--- config.mk ---
export PLATFORM = sky130hd
export DESIGN_NAME = lfsr_predictor
export DESIGN_NICKNAME = d
export VERILOG_FILES = /design/src/rtl/lfsr_pkg.sv /design/src/rtl/lfsr_predictor.sv
export SDC_FILE = /design/constraint.sdc
export NUM_CORES = 1
export LEC_CHECK = 0
export CORE_AREA = 4 4 41 43
export CTS_CLUSTER_SIZE = 24
export DETAILED_ROUTE_END_ITERATION = 8
export DIE_AREA = 0 0 45 47
export PLACE_DENSITY = 0.71
export SLEW_MARGIN = 20
export SYNTH_ARGS = -nofsm -noshare
export SYNTH_HDL_FRONTEND = slang
export SYNTH_SLANG_ARGS = --single-unit
--- constraint.sdc ---
create_clock -name clk -period 1.3 [get_ports clk]
set_input_delay 0.26 -clock clk [delete_from_list [all_inputs] [get_ports clk]]
set_output_delay 0.26 -clock clk [all_outputs]
set_load 0.02 [all_outputs]
--- src/rtl/lfsr_pkg.sv ---
// lfsr_pkg: shared LFSR width, default taps, checker state type
// and the next-state function used by generator and checker.
package lfsr_pkg;

  localparam int LFSR_W = 8;
  localparam logic [LFSR_W-1:0] LFSR_TAPS = 8'hB8;
  localparam int LFSR_MAX_W = 32;

  typedef enum logic {
    SYNC,
    LOCKED
  } chk_state_t;

  // Callers zero-extend cur and a W-bit tap mask, then keep
  // the low W bits: that equals {cur[W-2:0], ^(cur & taps)}.
  function automatic logic [LFSR_MAX_W-1:0] lfsr_next(
    input logic [LFSR_MAX_W-1:0] cur,
    input logic [LFSR_MAX_W-1:0] taps
  );
    return {cur[LFSR_MAX_W-2:0], ^(cur & taps)};
  endfunction

endpackage

--- src/rtl/lfsr_predictor.sv ---
// lfsr_predictor: holds the expected next LFSR word.
// Ports: clk, reset (sync, active-low), load/load_val, step, exp_val.
module lfsr_predictor
  import lfsr_pkg::*;
#(
  parameter int W = LFSR_W,
  parameter logic [W-1:0] TAPS = LFSR_TAPS
) (
  input  logic         clk,
  input  logic         reset,
  input  logic         load,
  input  logic [W-1:0] load_val,
  input  logic         step,
  output logic [W-1:0] exp_val
);

  logic [W-1:0] exp_q;
  logic [W-1:0] exp_d;

  always_comb begin
    exp_d = exp_q;
    if (load) begin
      exp_d = W'(lfsr_next(32'(load_val), 32'(TAPS)));
    end else if (step) begin
      exp_d = W'(lfsr_next(32'(exp_q), 32'(TAPS)));
    end
  end

  always_ff @(posedge clk) begin
    if (!reset) begin
      exp_q <= '0;
    end else begin
      exp_q <= exp_d;
    end
  end

  assign exp_val = exp_q;

endmodule

==> flow_summary.yaml, run 1 <==
critical_path:
  worst-path-max-fanout: 3
  cp.required_ns: 1.04
  worst_setup_path_start_kind: "register"
  cp_top_family: "flip-flops"
  critPathMaxStageDelay_ns: 0.39
  worstPathCellList: "clkdlybuf4s15_1"
  worstSetupEndpointType: "output port"
  crit_arrival_ns: 0.97
  setup.worst_path.class: "reg -> out"
  path_buf_inv: 1
  crit_slowest_cell: "dfxtp_1"
synthesis:
  async_flop_share: 0
  ys_seq_area_frac: 0.378
  yosys_warnings: 0
  syn-cell-area_um2: 424
  syn-num-nets: 60
  synth_top_area_cell: "dfxtp_1"
  synth_top_cells_by_area: "dfxtp_1 38%, mux2i_1 17%, and2_1 10%"
  avgSynthCellArea_um2: 8.84
  ys_top_cells_by_count: "8 x dfxtp_1, 8 x nand2_1, 7 x and2_1, 7 x mux2i_1, 7 x o21ai_0"
  dominantRegCellSynth: "dfxtp_1"
  yosys.area.top_type_share: 0.378
  synth.distinct_cells: 12
  synth_enable_flop_cells: 0
  synth_seq_cells: 8
  syn-instance-count: 48
power:
  p_leak_nw: 0.327
  finalPower_mw: 0.642
  vdd_drop_max_uv: 488
  p_per_area_nw_per_um2: 929
routing:
  drtIter0Drc: 5
  wl_mm: 1.02
  via_count: 398
  first_pass_iters: 3
  wl_per_cell_um: 11.4
  ant_nets: 0
  route.detailed.drc: 0
  viasPerCell: 4.47
final_layout:
  drive_above_1_share: 0.149
  syn2layout_area_growth_pct: 62.8
  largest_reg_flops: 8
  multi_input_area_um2: 263
  finalNetCount: 88
  ff_latch_area_um2: 160
  nFillCells: 136
  num_antenna_cells: 0
  final_cells: 89
floorplanning:
  io_pins: 20
  die_h_um: 47
  die_x_um: 45
  row_count: 13
  die_area_um2: 2120
  core_area_um2: 1300
  start_util: 0.326
clock_tree:
  cts_tree: "done"
  cts_hold_repair.buffers: 0
  cts_root_buf: "clkbuf_4"
  htreeDepth: 1
  path_clk_slew_ns: 0.05
  cts_inserted_buffers: 3
  clk_latency_ns: 0.25
  cts_max_path_buffers: 2
  cts_sinks: 8
  cts_setup_buffers: 0
timing:
  max_slew_margin: 0.845
  fin_tns_setup_ns: 0
  fin_skew_ns: 0.000827
  worst_pin_slew_ns: 0.232
  hold-worst-slack_ns: 0.621
  setup-violations-final: 0
  hold_viol: 0
  post-route-period-util: 0.948
  report.final.slew_viol_count: 0
  rsz0062_at_grt: "yes"
  layout_min_cycle_time_ns: 1.23
  max_freq_mhz: 811
placed_design:
  io_buffers: 19
  place_congestion: 0.724
  placed_cells: 86
  hpwl_um: 793
global_route:
  grt_use_total: 0.105
  grt_first_pass_wirelength_mm: 1.53
  grt_pass1_vias: 367
  antenna_found_initial: 0
  grt.overflow.total: 0
  grt_max_degree: 10
job:
  max_cap_viol_count: 0
worst_hold_path:
  hold_class: "reg -> reg"
status:
  status: "complete, no violations"
-- cell type report --
| type | count | share of cell area |
|---|---|---|
| timing repair buffer | 25 | 0.328 |
| clock buffer | 3 | 0.0326 |
| multi-input combinational | 38 | 0.380 |
| sequential | 8 | 0.232 |
| tap | 15 | 0.0272 |
-- cell usage in the layout (no fill, tap or decap) --
cell / netlist / routed
clkdlybuf4s50_1: 0 / 11
nand2_1: 8 / 8
dfxtp_1: 8 / 8
mux2i_1: 7 / 7
o21ai_0: 7 / 7
and2_1: 7 / 7
dlygate4sd2_1: 0 / 7
buf_4: 0 / 6
xnor2_1: 3 / 3
clkbuf_4: 0 / 3
xor2_1: 3 / 2
xor2_2: 0 / 1
nor2_1: 1 / 1
a211o_1: 1 / 1
a21boi_2: 1 / 1
clkdlybuf4s15_1: 0 / 1
-- per-stage QoR --
stage | cell area (um^2) | util | worst slack, ns
3_5_place_dp | 669 | 0.514 | -0.178
4_1_cts | 682 | 0.524 | 0.0608
6_report | 691 | 0.531 | 0.0676
2_1_floorplan | 424 | - | 0.101
3_3_place_gp | 669 | 0.514 | -0.163
5_1_grt | 691 | 0.531 | -0.0181
-- worst reg2reg max path, cell delays in order (launching register included) --
cell      delay (ns)
dfxtp_1         0.31
buf_4           0.15
xor2_2          0.17
xnor2_1         0.13
a211o_1         0.30
a21boi_2        0.11
-- kinds of logic (layout without fill, tap and decap cells) --
family	after synthesis	in the layout	synth area share
xor+xnor	6	6	0.124
compound gates	9	9	0.130
simple gates	16	16	0.183
flops	8	8	0.378
mux	7	7	0.165
buf+inv	2	28	0.0206
-- metal layers --
metal  up-vias  GRT usage  wire [um]
li1        211          -          -
met1       171      0.120        484
met2        13      0.155        445
met3         3     0.0651         80
met4         0     0.0526          8
met5         -          0          0
-- timing repair --
action,4_1_cts,5_1_grt
resized for setup,8,2
setup endpoints to repair,8,1
pin swaps,0,0
-- final timing paths --
check                   from          to  slack, ns  depth (start not counted)
setup / recovery  exp_val[7]  exp_val[7]       0.07                          1
hold / removal    exp_val[0]  exp_val[0]       0.62                          3
setup reg to reg  exp_val[5]  exp_val[0]       0.07                          5
hold reg to reg   exp_val[0]  exp_val[0]       0.62                          3
-- where the power goes --
| group | internal (mW) | switching, mW |
|---|---|---|
| clock | 0.106 | 0.0868 |
| sequential | 0.262 | 0.0113 |
| combinational | 0.0977 | 0.0781 |
(Power assumes the default switching activity.)
==> inputs of run 2 (changes only) <==
- PLACE_DENSITY: 0.71 -> default
==> run 2 against run 1 <==
Net effect: clock power is essentially flat; critical endpoint unchanged; highest routed layer unchanged; via count is 1.3% lower; sequential share of layout area grew 0.52 points.
==> flow_summary.yaml, run 2 (synthesis gave the netlist of run 1 again) <==
critical_path:
  crit_slowest_cell: "dfxtp_1"
  worst_setup_path_start_kind: "register"
  worstPathCellList: "dlygate4sd2_1"
  crit_arrival_ns: 0.98
  setup.worst_path.class: "reg -> out"
  worst-path-max-fanout: 3
  critPathMaxStageDelay_ns: 0.37
  path_buf_inv: 1
  cp_top_family: "flip-flops"
  worstSetupEndpointType: "output port"
  cp.required_ns: 1.04
clock_tree:
  clk_latency_ns: 0.26
  cts_root_buf: "clkbuf_4"
  cts_sinks: 8
  cts_setup_buffers: 0
  cts_tree: "done"
  path_clk_slew_ns: 0.05
  cts_max_path_buffers: 2
  htreeDepth: 1
  cts_inserted_buffers: 3
timing:
  worst_pin_slew_ns: 0.219
  report.final.slew_viol_count: 0
  fin_skew_ns: 0.00334
  setup-violations-final: 0
  max_freq_mhz: 805
  hold-worst-slack_ns: 0.635
  max_slew_margin: 0.854
  layout_min_cycle_time_ns: 1.24
  fin_tns_setup_ns: 0
  rsz0062_at_grt: "no"
  hold_viol: 0
  post-route-period-util: 0.955
  fin_ws_ns: 0.0581
routing:
  via_count: 393
  route.detailed.drc: 0
  wl_met2_um: 429
  drtIter0Drc: 6
  ant_nets: 0
  routed-wl-met3_um: 72
  wl_met1_um: 431
  wl_per_cell_um: 10.7
  first_pass_iters: 3
  wl_um: 943
  dr.max_layer_used: "met4"
  viasPerCell: 4.47
final_layout:
  syn2layout_area_growth_pct: 59.3
  final_cells: 88
  finalNetCount: 87
  num_antenna_cells: 0
  largest_reg_flops: 8
  drive_above_1_share: 0.123
  final_cell_mix: "11 x clkdlybuf4s50_1, 8 x nand2_1, 8 x dfxtp_1"
  layout_commonest_cell: "clkdlybuf4s50_1"
  utilization: 0.519
status:
  status: "complete, no violations"
floorplanning:
  start_util: 0.326
  row_count: 13
  io_pins: 20
  die_x_um: 45
  die_area_um2: 2120
  die_h_um: 47
  core_area_um2: 1300
global_route:
  antenna_found_initial: 0
  grt_use_total: 0.106
  grt_max_degree: 11
  grt.overflow.total: 0
  grt_pass1_vias: 374
  grt_first_pass_wirelength_mm: 1.52
placed_design:
  hpwl_um: 771
  place_ws_ns: -0.151
  io_buffers: 19
  placed_cells: 85
  place_congestion: 0.723
worst_hold_path:
  hold_class: "reg -> reg"
job:
  max_cap_viol_count: 0
power:
  switchingPower_mw: 0.173
  seqPwrFrac: 0.432
  power_frac_clock: 0.303
  swShare: 0.272
  intPower_mw: 0.462
  vdd_drop_max_uv: 499
  p_comb_frac: 0.265
  p_per_area_nw_per_um2: 940
  p_leak_nw: 0.322
-- run 2: layer usage --
layer | vias to the layer above | GRT usage
met5 | - | 0
met4 | 0 | 0.0526
met3 | 2 | 0.0690
met2 | 11 | 0.150
met1 | 168 | 0.124
li1 | 212 | -
-- run 2: power by group through the flow --
stage          Combinational, mW  Sequential [mW]  Clock, mW
6_report                   0.168            0.274      0.193
5_1_grt                    0.184            0.276      0.217
4_1_cts                    0.170            0.275      0.200
3_5_place_dp               0.181            0.280          0
3_3_place_gp               0.181            0.280          0
2_1_floorplan             0.0689            0.299          0
-- run 2: cell type report --
cell class / count / area [um^2]
Multi-Input combinational cell: 38 / 255
Fill cell: 142 / 626
Clock buffer: 3 / 22.5
Timing Repair Buffer: 24 / 219
Tap cell: 15 / 18.8
Sequential cell: 8 / 160
-- run 2: final timing paths --
kind | end | slack (ns) | from | cells after the start
worst max-delay path | exp_val[7] | 0.06 | exp_val[7] | 1
worst max register to register | exp_val[0] | 0.10 | exp_val[3] | 5
worst min-delay path | exp_val[0] | 0.64 | exp_val[0] | 3
worst min register to register | exp_val[0] | 0.64 | exp_val[0] | 3
-- run 2: through the flow --
| step | total power [mW] | cell area (um^2) |
|---|---|---|
| 2_1_floorplan | 0.368 | 424 |
| 3_3_place_gp | 0.461 | 662 |
| 3_5_place_dp | 0.461 | 662 |
| 4_1_cts | 0.645 | 674 |
| 5_1_grt | 0.678 | 676 |
| 6_report | 0.635 | 676 |
-- run 2: timing repair --
action	in CTS	in global routing
resized for setup	8	1
hold endpoints to repair	0	0
hold buffers	0	0
endpoints found under the setup margin	8	1
